===== src/rtl/ch_measure_ctrl.sv =====
`default_nettype none
// +-----------------------------------------------------------------------------------------+
// | ch_measure_ctrl                                                                          |
// | Equivalent-time capture: ramps the comparator threshold per strobe delay code and emits |
// | one (time, voltage) point when the comparator reports signal < threshold.               |
// | Revision: 1.0                                                                            |
// +-----------------------------------------------------------------------------------------+
module ch_measure_ctrl #(
   parameter int TH_W     = 16,
   parameter int DC_W     = 10,
   parameter int SYNC_LEN = 2
) (
   input  logic            clk_i,
   input  logic            arst_i,
   input  logic            run_i,
   input  logic            stb_i,
   input  logic            cmp_out_i,
   output logic [TH_W-1:0] threshold_o,
   output logic            threshold_wre_o,
   input  logic            threshold_rdy_i,
   input  logic [TH_W-1:0] threshold_delta_i,
   input  logic [DC_W-1:0] d_code_delta_i,
   output logic [DC_W-1:0] d_code_o,
   output logic            point_rdy_o,
   output logic [TH_W-1:0] point_v_o,
   output logic [DC_W-1:0] point_t_o
);

   typedef enum logic [2:0] {
      S_IDLE      = 3'd0,
      S_SET_DAC   = 3'd1,
      S_WAIT_RDY_LO = 3'd2,
      S_WAIT_RDY_HI = 3'd3,
      S_WAIT_STB  = 3'd4,
      S_SAMPLE    = 3'd5,
      S_NEXT      = 3'd6,
      S_DONE      = 3'd7
   } state_t;

   localparam logic [TH_W-1:0] TH_MAX = {TH_W{1'b1}};
   localparam logic [DC_W-1:0] DC_MAX = {DC_W{1'b1}};
   localparam logic [TH_W-1:0] TH_ONE = {{(TH_W-1){1'b0}}, 1'b1};
   localparam logic [DC_W-1:0] DC_ONE = {{(DC_W-1){1'b0}}, 1'b1};

   state_t                state_q, state_d;
   logic [TH_W-1:0]       thr_q, thr_d;
   logic [DC_W-1:0]       dcode_q, dcode_d;
   logic [TH_W-1:0]       pv_q, pv_d;
   logic [DC_W-1:0]       pt_q, pt_d;
   logic                  prdy_q, prdy_d;
   logic                  armed_q, armed_d;
   logic [SYNC_LEN-1:0]   stb_sync_q, stb_sync_d;
   logic [SYNC_LEN-1:0]   cmp_sync_q, cmp_sync_d;
   logic [SYNC_LEN-1:0]   rdy_sync_q, rdy_sync_d;

   logic                  stb_s, cmp_s, rdy_s;
   logic [TH_W-1:0]       th_step;
   logic [DC_W-1:0]       dc_step;
   logic [TH_W:0]         thr_sum;
   logic [DC_W:0]         dc_sum;
   logic [TH_W-1:0]       thr_inc;
   logic [DC_W-1:0]       dc_inc;

   assign stb_s = stb_sync_q[SYNC_LEN-1];
   assign cmp_s = cmp_sync_q[SYNC_LEN-1];
   assign rdy_s = rdy_sync_q[SYNC_LEN-1];

   // Zero steps would stall the sweep, so they behave as a step of one.
   assign th_step = (threshold_delta_i == '0) ? TH_ONE : threshold_delta_i;
   assign dc_step = (d_code_delta_i == '0) ? DC_ONE : d_code_delta_i;
   assign thr_sum = {1'b0, thr_q} + {1'b0, th_step};
   assign dc_sum  = {1'b0, dcode_q} + {1'b0, dc_step};
   assign thr_inc = thr_sum[TH_W] ? TH_MAX : thr_sum[TH_W-1:0];
   assign dc_inc  = dc_sum[DC_W] ? DC_MAX : dc_sum[DC_W-1:0];

   always_comb begin
      state_d    = state_q;
      thr_d      = thr_q;
      dcode_d    = dcode_q;
      pv_d       = pv_q;
      pt_d       = pt_q;
      prdy_d     = 1'b0;
      armed_d    = armed_q;
      stb_sync_d = {stb_sync_q[SYNC_LEN-2:0], stb_i};
      cmp_sync_d = {cmp_sync_q[SYNC_LEN-2:0], cmp_out_i};
      rdy_sync_d = {rdy_sync_q[SYNC_LEN-2:0], threshold_rdy_i};

      if (state_q != S_IDLE && !run_i) begin
         state_d = S_IDLE;
      end else begin
         case (state_q)
            S_IDLE: begin
               if (run_i) begin
                  dcode_d = '0;
                  thr_d   = '0;
                  state_d = S_SET_DAC;
               end
            end
            S_SET_DAC:     state_d = S_WAIT_RDY_LO;
            S_WAIT_RDY_LO: if (!rdy_s) state_d = S_WAIT_RDY_HI;
            S_WAIT_RDY_HI: begin
               if (rdy_s) begin
                  armed_d = 1'b0;
                  state_d = S_WAIT_STB;
               end
            end
            S_WAIT_STB: begin
               // A strobe already high on entry must fall before its rising edge counts.
               if (armed_q && stb_s) state_d = S_SAMPLE;
               else if (!stb_s)      armed_d = 1'b1;
            end
            S_SAMPLE: begin
               if (cmp_s && thr_q != TH_MAX) begin
                  thr_d   = thr_inc;
                  state_d = S_SET_DAC;
               end else begin
                  pv_d    = thr_q;
                  pt_d    = dcode_q;
                  prdy_d  = 1'b1;
                  state_d = S_NEXT;
               end
            end
            S_NEXT: begin
               if (dcode_q == DC_MAX) begin
                  state_d = S_DONE;
               end else begin
                  dcode_d = dc_inc;
                  thr_d   = '0;
                  state_d = S_SET_DAC;
               end
            end
            S_DONE:  state_d = S_DONE;
            default: state_d = S_IDLE;
         endcase
      end
   end

   always_ff @(posedge clk_i) begin
      if (arst_i) begin
         state_q    <= S_IDLE;
         thr_q      <= '0;
         dcode_q    <= '0;
         pv_q       <= '0;
         pt_q       <= '0;
         prdy_q     <= 1'b0;
         armed_q    <= 1'b0;
         stb_sync_q <= '0;
         cmp_sync_q <= '0;
         rdy_sync_q <= '0;
      end else begin
         state_q    <= state_d;
         thr_q      <= thr_d;
         dcode_q    <= dcode_d;
         pv_q       <= pv_d;
         pt_q       <= pt_d;
         prdy_q     <= prdy_d;
         armed_q    <= armed_d;
         stb_sync_q <= stb_sync_d;
         cmp_sync_q <= cmp_sync_d;
         rdy_sync_q <= rdy_sync_d;
      end
   end

   assign threshold_o     = thr_q;
   assign threshold_wre_o = (state_q == S_SET_DAC) && run_i;
   assign d_code_o        = dcode_q;
   assign point_rdy_o     = prdy_q;
   assign point_v_o       = pv_q;
   assign point_t_o       = pt_q;

endmodule
`default_nettype wire


===== config.mk =====
export PLATFORM = sky130hd
export DESIGN_NAME = ch_measure_ctrl
export DESIGN_NICKNAME = d
export VERILOG_FILES = /design/src/rtl/ch_measure_ctrl.sv
export SDC_FILE = /design/constraint.sdc
export NUM_CORES = 1
export LEC_CHECK = 0
export BUFFER_PORTS_ARGS = -buffer_cell sky130_fd_sc_hd__buf_2
export CORE_MARGIN = 3
export CORE_UTILIZATION = 45
export DETAILED_ROUTE_END_ITERATION = 8
export HOLD_SLACK_MARGIN = 0.1
export PLACE_DENSITY = 0.66
export SYNTH_ARGS = -nofsm -noshare
export SYNTH_HDL_FRONTEND = slang
export SYNTH_SLANG_ARGS = --single-unit

===== constraint.sdc =====
create_clock -name clk_i -period 6 [get_ports clk_i]
set_clock_uncertainty 0.1 [all_clocks]
set_input_delay 0.6 -clock clk_i [delete_from_list [all_inputs] [get_ports clk_i]]
set_output_delay 0.6 -clock clk_i [all_outputs]
set_load 0.005 [all_outputs]

### After elaboration in Yosys (flattened, before gate mapping)

Cells that the tools add are included.

| word-level totals | value |
|---|---|
| memories kept | 0 |
| bits in latches | 0 |
| ROM bits | 0 |
| RAM bits | 0 |
| bits in registers | 63 |
| input bits | 32 |
| word-level logic and storage cells | 74 |
| output and inout bits | 54 |

| cells by class | value |
|---|---|
| $add $sub $neg | 2 |
| multiply operators | 0 |
| order comparisons | 0 |
| div/mod/pow operators | 0 |
| bitwise gates (word level) | 3 |
| reduce and logical (&&, ||, !) cells | 19 |
| muxes and demuxes | 23 |
| shift operators | 0 |
| eq/ne operators | 17 |

Operator list:

| cell | count |
|---|---|
| 16-bit two-way mux | 5 |
| 16-bit one-hot mux with 3 select lines | 1 |
| 10-bit two-way mux | 4 |
| 3-bit one-hot mux with 8 select lines | 1 |
| 10-bit one-hot mux with 2 select lines | 1 |
| 3-bit two-way mux | 6 |
| 16-bit by 16-bit adder with 17-bit output | 1 |
| 16-bit logical NOT | 1 |
| 16-bit != test (second input constant) | 1 |
| 2-bit != test (second input constant) | 8 |
| 3-bit == test (second input constant) | 4 |
| 10-bit by 10-bit adder with 11-bit output | 1 |
| 10-bit == test (second input constant) | 1 |
| 10-bit logical NOT | 1 |
| 5-bit AND reduction | 2 |
| 4-bit AND reduction | 2 |
| 3-bit by 2-bit == test with 1-bit output (second input constant) | 2 |
| 3-bit nonzero test | 2 |
| 1-bit logical AND | 4 |
| 1-bit two-way mux | 4 |
| 2-bit nonzero test | 2 |
| 3-bit by 1-bit == test with 1-bit output (second input constant) | 1 |
| 3-bit logical NOT | 1 |
| 1-bit NOT | 3 |
| other kinds (5) | 5 |

### Longest topological paths before layout

Gate-level depths: netlist of the first run.

| logic depth | value |
|---|---|
| depth in word-level cells | 6 |
| depth in mapped cells | 11 |
| gate-level depth less buffers | 10 |

### Least setup slack after synthesis of the first run

OpenSTA, ideal clock, no wires.

| timing | value |
|---|---|
| path type | input-to-reg |
| start point | input port d_code_delta_i[1] |
| end point | register dcode_q[5], in the netlist d_code_o[5] |
| stages | 10 |
| required time | 5.777 ns |
| arrival | 2.854 ns |
| setup time | 0.123 ns |
| path slack | 2.924 ns |
| buffers on the path | 0 |
| path through | nor3_1 > a31o_2 > ha_1 > fa_1 > a211oi_1 > o21bai_1 > a221o_1 > a311o_1 > a22oi_1 > nand3_1 |

| between the ends | value |
|---|---|
| word-level cells in the longest chain between the ends | 6 |

RTL lines:

| element | line | source |
|---|---|---|
| from (decl) | 22 | `input logic [DC_W-1:0] d_code_delta_i,` |
| 10-bit logical NOT | 70 | `assign dc_step = (d_code_delta_i == '0) ? DC_ONE : d_code_delta_i;` |
| 10-bit two-way mux (*) | 70 |  |
| 10-bit by 10-bit adder with 11-bit output (*) | 72 | `assign dc_sum = {1'b0, dcode_q} + {1'b0, dc_step};` |
| 10-bit two-way mux (*) | 74 | `assign dc_inc = dc_sum[DC_W] ? DC_MAX : dc_sum[DC_W-1:0];` |
| 10-bit two-way mux (*) | 124 | `if (dcode_q == DC_MAX) begin` |
| 10-bit one-hot mux with 2 select lines (*) | 91 | `case (state_q)` |
| to (signal assigned) | 153 | `dcode_q <= dcode_d;` |
| to (decl) | 47 | `logic [DC_W-1:0] dcode_q, dcode_d;` |

Mark *: on every way between the ends. The rest lies on a longest branch, timed or not. The select of a mux whose other input is x is not followed.
A chain may end at the register's enable or synchronous reset.

### Worst setup path after layout of the first run

| timing | value |
|---|---|
| start point | input port threshold_delta_i[12] |
| end point | register thr_q[11], in the netlist threshold_o[11] |

| between the ends | value |
|---|---|
| word-level cells in the longest chain between the ends | 6 |

RTL lines:

| element | line | source |
|---|---|---|
| from (decl) | 21 | `input logic [TH_W-1:0] threshold_delta_i,` |
| 16-bit logical NOT | 69 | `assign th_step = (threshold_delta_i == '0) ? TH_ONE : threshold_delta_i;` |
| 16-bit two-way mux (*) | 69 |  |
| 16-bit by 16-bit adder with 17-bit output (*) | 71 | `assign thr_sum = {1'b0, thr_q} + {1'b0, th_step};` |
| 16-bit two-way mux (*) | 73 | `assign thr_inc = thr_sum[TH_W] ? TH_MAX : thr_sum[TH_W-1:0];` |
| 16-bit two-way mux (*) | 113 | `if (cmp_s && thr_q != TH_MAX) begin` |
| 16-bit one-hot mux with 3 select lines (*) | 91 |  |
| to (signal assigned) | 152 | `thr_q <= thr_d;` |
| to (decl) | 46 | `logic [TH_W-1:0] thr_q, thr_d;` |

Marked as above.

==> results of run 1 <==
[worst min-delay path by stage]
stage | end | slack (ns) | depth (start not counted)
3_5_place_dp | rdy_sync_q[1] | 0.33 | 1
5_1_grt | stb_sync_q[1] | 0.36 | 1
4_1_cts | rdy_sync_q[1] | 0.34 | 1
6_report | rdy_sync_q[1] | 0.34 | 1
3_3_place_gp | rdy_sync_q[1] | 0.32 | 1
2_1_floorplan | cmp_sync_q[1] | 0.31 | 1
[cells in the final DEF (no fill, tap or decap), types with 3 or more instances in the layout]
cell / netlist / routed
and2_1: 5 / 5
nor2_1: 15 / 15
nand4_1: 8 / 8
xnor2_1: 9 / 9
nor3_1: 8 / 8
o21bai_1: 5 / 5
and3_1: 3 / 3
o21ai_1: 10 / 10
o21ai_0: 20 / 20
buf_2: 6 / 85
nor2b_1: 11 / 11
ha_1: 26 / 26
a21oi_1: 48 / 48
inv_1: 3 / 3
clkbuf_1: 33 / 3
a221o_1: 3 / 3
a211oi_1: 4 / 4
nand3_1: 5 / 5
nand2_1: 106 / 106
mux2i_1: 3 / 3
a21o_1: 18 / 18
clkbuf_8: 0 / 10
o21a_1: 4 / 4
dfxtp_1: 63 / 63
xor2_1: 5 / 5
bufinv_16: 0 / 3
nor4_1: 5 / 5
[final cells by class]
class                      instances  area (um2)  share of cell area (%)
multi-input combinational        362        2250                    52.1
sequential                        63        1260                    29.2
timing repair buffer              85         425                    9.85
clock buffer                      13         149                    3.45
tap                              102         128                    2.95
clock inverter                     3        90.1                    2.09
inverter                           4        15.0                   0.348
[sequential cells by signal, indices dropped and copies added, names as in the netlist]
name	flops
d_code_o	10
armed_q	1
point_v_o	16
point_rdy_o	1
point_t_o	10
cmp_sync_q	2
state_q	3
stb_sync_q	2
threshold_o	16
rdy_sync_q	2
[layer usage]
| layer | track usage (%) | up-vias | part of all wire, % |
|---|---|---|---|
| li1 | - | 1767 | - |
| met1 | 27.7 | 1678 | 46 |
| met2 | 34.0 | 109 | 47 |
| met3 | 4.42 | 18 | 6.0 |
| met4 | 6.66 | 0 | 1.5 |
| met5 | 0 | - | 0 |
[report_power, final]
part           switching [mW]  internal [mW]  leakage, nW
clock                   0.159          0.288        0.118
sequential             0.0257          0.429        0.509
combinational          0.0899         0.0575         1.46
total                   0.275          0.775         2.08
[stage by stage]
stage,power [mW],worst slack [ns],utilization [%]
after floorplan,0.577,2.92,-
after global placement,0.608,2.56,52.0
after detailed placement,0.611,2.52,52.0
after CTS,1.06,2.89,55.1
after global routing,1.10,2.64,55.1
final,1.05,2.83,55.1
[cells by family (layout without fill, tap and decap cells)]
logic type,after synthesis,after routing,share of synthesized area [%]
and+or+nand+nor,178,178,22.2
adders and majority gates,28,28,9.91
muxes,3,3,0.815
buffers and inverters,44,105,4.68
xor gates and xnor gates,14,14,3.33
DFF,63,63,34.2
AOI/OAI and AO/OA,139,139,24.8
==> out/metrics.cfg, run 1 <==
[logic_synthesis]
synthArstFlopShare_pct = 0
synthTopCellsByArea = dfxtp_1, nand2_1, ha_1
synthesis.area_um2 = 3690
ys_ff_latch = 63
yosysSeqAreaShare_pct = 34.2
yosys.cell_count.top_type = nand2_1
syn-num-nets = 529
synth_cells = 469
syn_area_per_cell_um2 = 7.86
ys_top_cells_by_count = nand2_1, dfxtp_1, a21oi_1, clkbuf_1, ha_1
synth_cell_type_count = 57
yosys.area.top_type_share_pct = 34.2
synth.largest_area_cell = dfxtp_1
synthFlopType = dfxtp_1
synth_edf_count = 0
yosys_warnings = 0

[placement]
dp_hpwl_um = 7220
dp_cells = 616
place_area_um2 = 4080
gp_congestion = 1.02
numPortBuffers = 85

[route]
drc = 0
vias_per_cell = 5.65
drt_iter0_drc = 118
post_drt_wl_per_cell_um = 15.1
drtPass1Iterations = 4
drtAntennaViolNets = 0
finalWirelength_um = 9540
vias = 3572

[floorplanning]
dieArea_um2 = 9310
ios = 86
rows = 32
die_height_um = 96.5
start_util_pct = 47.0
core_um2 = 7850
die_w_um = 96.5

[clock_network]
clkTransAtPathRegs_ns = 0.07
post_cts_buffers = 0
cts.sink_count = 63
clk_path_buf_depth = 2
cts_resized = 0
ctsHoldBuffers = 0
htreeDepth = 3
numCtsBuffers = 9
clock_latency_ns = 0.34
cts_tree = done
cts_root_buf = clkbuf_8

[worst_setup_path]
cp-end-kind = flop
crit_end = threshold_o[11]
r2r_start = threshold_o[0]
slowest_stage = fa_1
cp.required_ns = 6.13
cp_num_buf_inv = 1
ff2ff_path_depth = 8
path_depth = 11
worstReg2RegEnd = threshold_o[11]
rrSetupSlack_ns = 3.10
crit_fanout = 13
critPathTopFamily = compound AO/OA/AOI/OAI gates
crit_chain = buf_2 -> nor3_1 -> a41o_1 -> ha_1 -> fa_1 -> a211oi_1 -> o21ai_1 -> a21oi_1 -> o21ai_1 -> and2_1 -> a221o_1
cp_data_arrival_time_ns = 3.29
cp_common_cell = o21ai_1
start_kind = input port
worst-setup-path-type = in2reg
critPathMaxStageDelay_ns = 0.43
cp-startpoint = threshold_delta_i[12]

[final_layout]
fill_cells = 781
layout-drive-gt1-share_pct = 20.0
synthToLayoutAreaGrowth_pct = 17.2
diodes = 0
stdcell_area_um2 = 4320
fin_nets = 585
instances_no_fill = 632

[sta]
clock.fmax_mhz = 316
rsz0062_at_grt = no
hold_slack_ns = 0.337
hold_viol = 0
final_max_slew_viol_count = 0
setup_violations = 0
layout_worst_path_cycle_share_pct = 52.8
worst_pin_slew_ns = 1.17
period_needed_ns = 3.17
relSlewSlack_pct = 21.4
fin_tns_setup_ns = 0

[global_route]
grt_max_degree = 41
overflow = 0
grt_usage_pct = 20.9
grt_pass1_wl_um = 15200
grt_pass1_vias = 3175
antenna_found_initial = 0

[job]
drv_cap = 0

[status]
status = complete, no violations

[min_path]
holdCritStartpoint = rdy_sync_q[0]
hold_class = reg2reg

[pwr]
p_leak_nw = 2.08
peakVddDrop_uv = 220
powerDensity_nw_per_um2 = 243

No activity file was read; power rests on OpenSTA's default activity.
==> inputs of run 2 (changes only) <==
Clock period 6 ns to 3.3 ns, I/O delays scaled along.
==> run 2 against run 1 <==
Count of clock-buffer cells in the layout is 1 lower. Clock power is 70% higher. Sequential power up 82%. Sequential cell count unchanged. Register-to-register slack lost 2.5 ns. Setup slack lost 2.3 ns. Via count shrank 2.1%. Final cell count rose by 0.95%. Cell area is 1.2% higher. Largest power group unchanged.
==> out/metrics.cfg, run 2 (synthesis results as in run 1) <==
[clock_network]
numCtsBuffers = 9
cts_root_buf = clkbuf_8
clk_path_buf_depth = 2
clock_latency_ns = 0.34
htreeDepth = 3
clkTransAtPathRegs_ns = 0.07
post_cts_buffers = 0
cts_tree = done
cts.sink_count = 63

[worst_setup_path]
cp_data_arrival_time_ns = 2.89
cp-end-kind = flop
cp.required_ns = 3.42
cp_num_buf_inv = 1
crit_fanout = 8
ff2ff_path_depth = 8
rrSetupSlack_ns = 0.56
r2r_start = d_code_o[0]
worstReg2RegEnd = d_code_o[5]
start_kind = input port
cp-startpoint = d_code_delta_i[1]
critPathMaxStageDelay_ns = 0.47
critPathTopFamily = compound AO/OA/AOI/OAI gates
slowest_stage = a311o_1
worst-setup-path-type = in2reg
crit_chain = buf_2 -> nor3_1 -> a31o_2 -> ha_1 -> fa_1 -> a211oi_1 -> o21bai_1 -> a221o_1 -> a311o_1 -> a22oi_1 -> nand3_1

[min_path]
holdCritStartpoint = run_i
holdPathEnd = armed_q
hold_class = in2reg
whs_path_depth = 3

[placement]
dp_hpwl_um = 6990
gp_congestion = 0.885
pre_cts_ws_ns = 0.193
numPortBuffers = 85
dp_cells = 620
place_area_um2 = 4110

[final_layout]
final_cell_mix = nand2_1, buf_2, dfxtp_1, a21oi_1, ha_1
stdcell_area_um2 = 4370
fin_nets = 592
diodes = 0
layout-drive-gt1-share_pct = 20.9
final_common_cell = nand2_1
synthToLayoutAreaGrowth_pct = 18.6
postLayoutCoreUtil_pct = 55.7
instances_no_fill = 638

[route]
drtAntennaViolNets = 0
post_drt_wl_per_cell_um = 14.2
drt_iter0_drc = 125
vias_per_cell = 5.48
vias = 3498
drtPass1Iterations = 4
finalWirelength_um = 9070
drc = 0

[sta]
layout_worst_path_cycle_share_pct = 84.0
hold_slack_ns = 0.219
relSlewSlack_pct = 49.6
setup_violations = 0
fin_tns_setup_ns = 0
final_max_slew_viol_count = 0
clock.fmax_mhz = 361
period_needed_ns = 2.77
fin_ws_ns = 0.528
hold_viol = 0
worst_pin_slew_ns = 0.750
rsz0062_at_grt = no

[floorplanning]
rows = 32
dieArea_um2 = 9310
core_um2 = 7850
die_w_um = 96.5
die_height_um = 96.5
start_util_pct = 47.0
ios = 86

[pwr]
p_total_mw = 1.86
powerDensity_nw_per_um2 = 426
p_leak_nw = 2.12
peakVddDrop_uv = 208

[global_route]
grt_max_degree = 41
grt_pass1_vias = 3048
overflow = 0
antenna_found_initial = 0
grt_usage_pct = 19.7
grt_pass1_wl_um = 14500

[job]
drv_cap = 0

[status]
status = complete, no violations

[run 2: worst max-delay path by stage]
| stage | to | slack, ns | cells past startpoint |
|---|---|---|---|
| floorplan | d_code_o[5] | 0.49 | 10 |
| global placement | d_code_o[5] | 0.25 | 11 |
| detailed placement | d_code_o[5] | 0.19 | 11 |
| CTS | d_code_o[5] | 0.54 | 11 |
| global route | threshold_o[8] | 0.40 | 12 |
| finish | d_code_o[5] | 0.53 | 11 |
[run 2: power breakdown]
part           leakage, nW  switching, mW  internal (mW)  total, mW
sequential           0.509         0.0481          0.781      0.829
combinational         1.49          0.164          0.108      0.272
clock                0.118          0.280          0.482      0.762
[run 2: layout make-up]
class                   count  area, um2
clock buffers              12        165
clock inverters             3       65.1
fillers                   787       3480
inverters                   4       15.0
multi-input cells         362       2250
flip-flops and latches     63       1260
well taps                 102        128
repair buffers             92        485
[run 2: routing by layer]
layer / wire (um) / vias up / track usage [%]
li1: - / 1792 / -
met4: 119 / 0 / 6.66
met3: 490 / 12 / 3.64
met1: 4150 / 1606 / 25.8
met2: 4310 / 88 / 32.7
met5: 0 / - / 0
[run 2: worst min-delay path, cell delays in order]
cell and delay [ns]:
buf_2 0.13, nand4b_1 0.09, a21oi_1 0.06
[run 2: repair_timing]
item                       in CTS  in global routing
gates resized for setup         0                  0
hold buffers                    3                  0
setup endpoints to repair       0                  0
hold endpoints to repair        3                  0
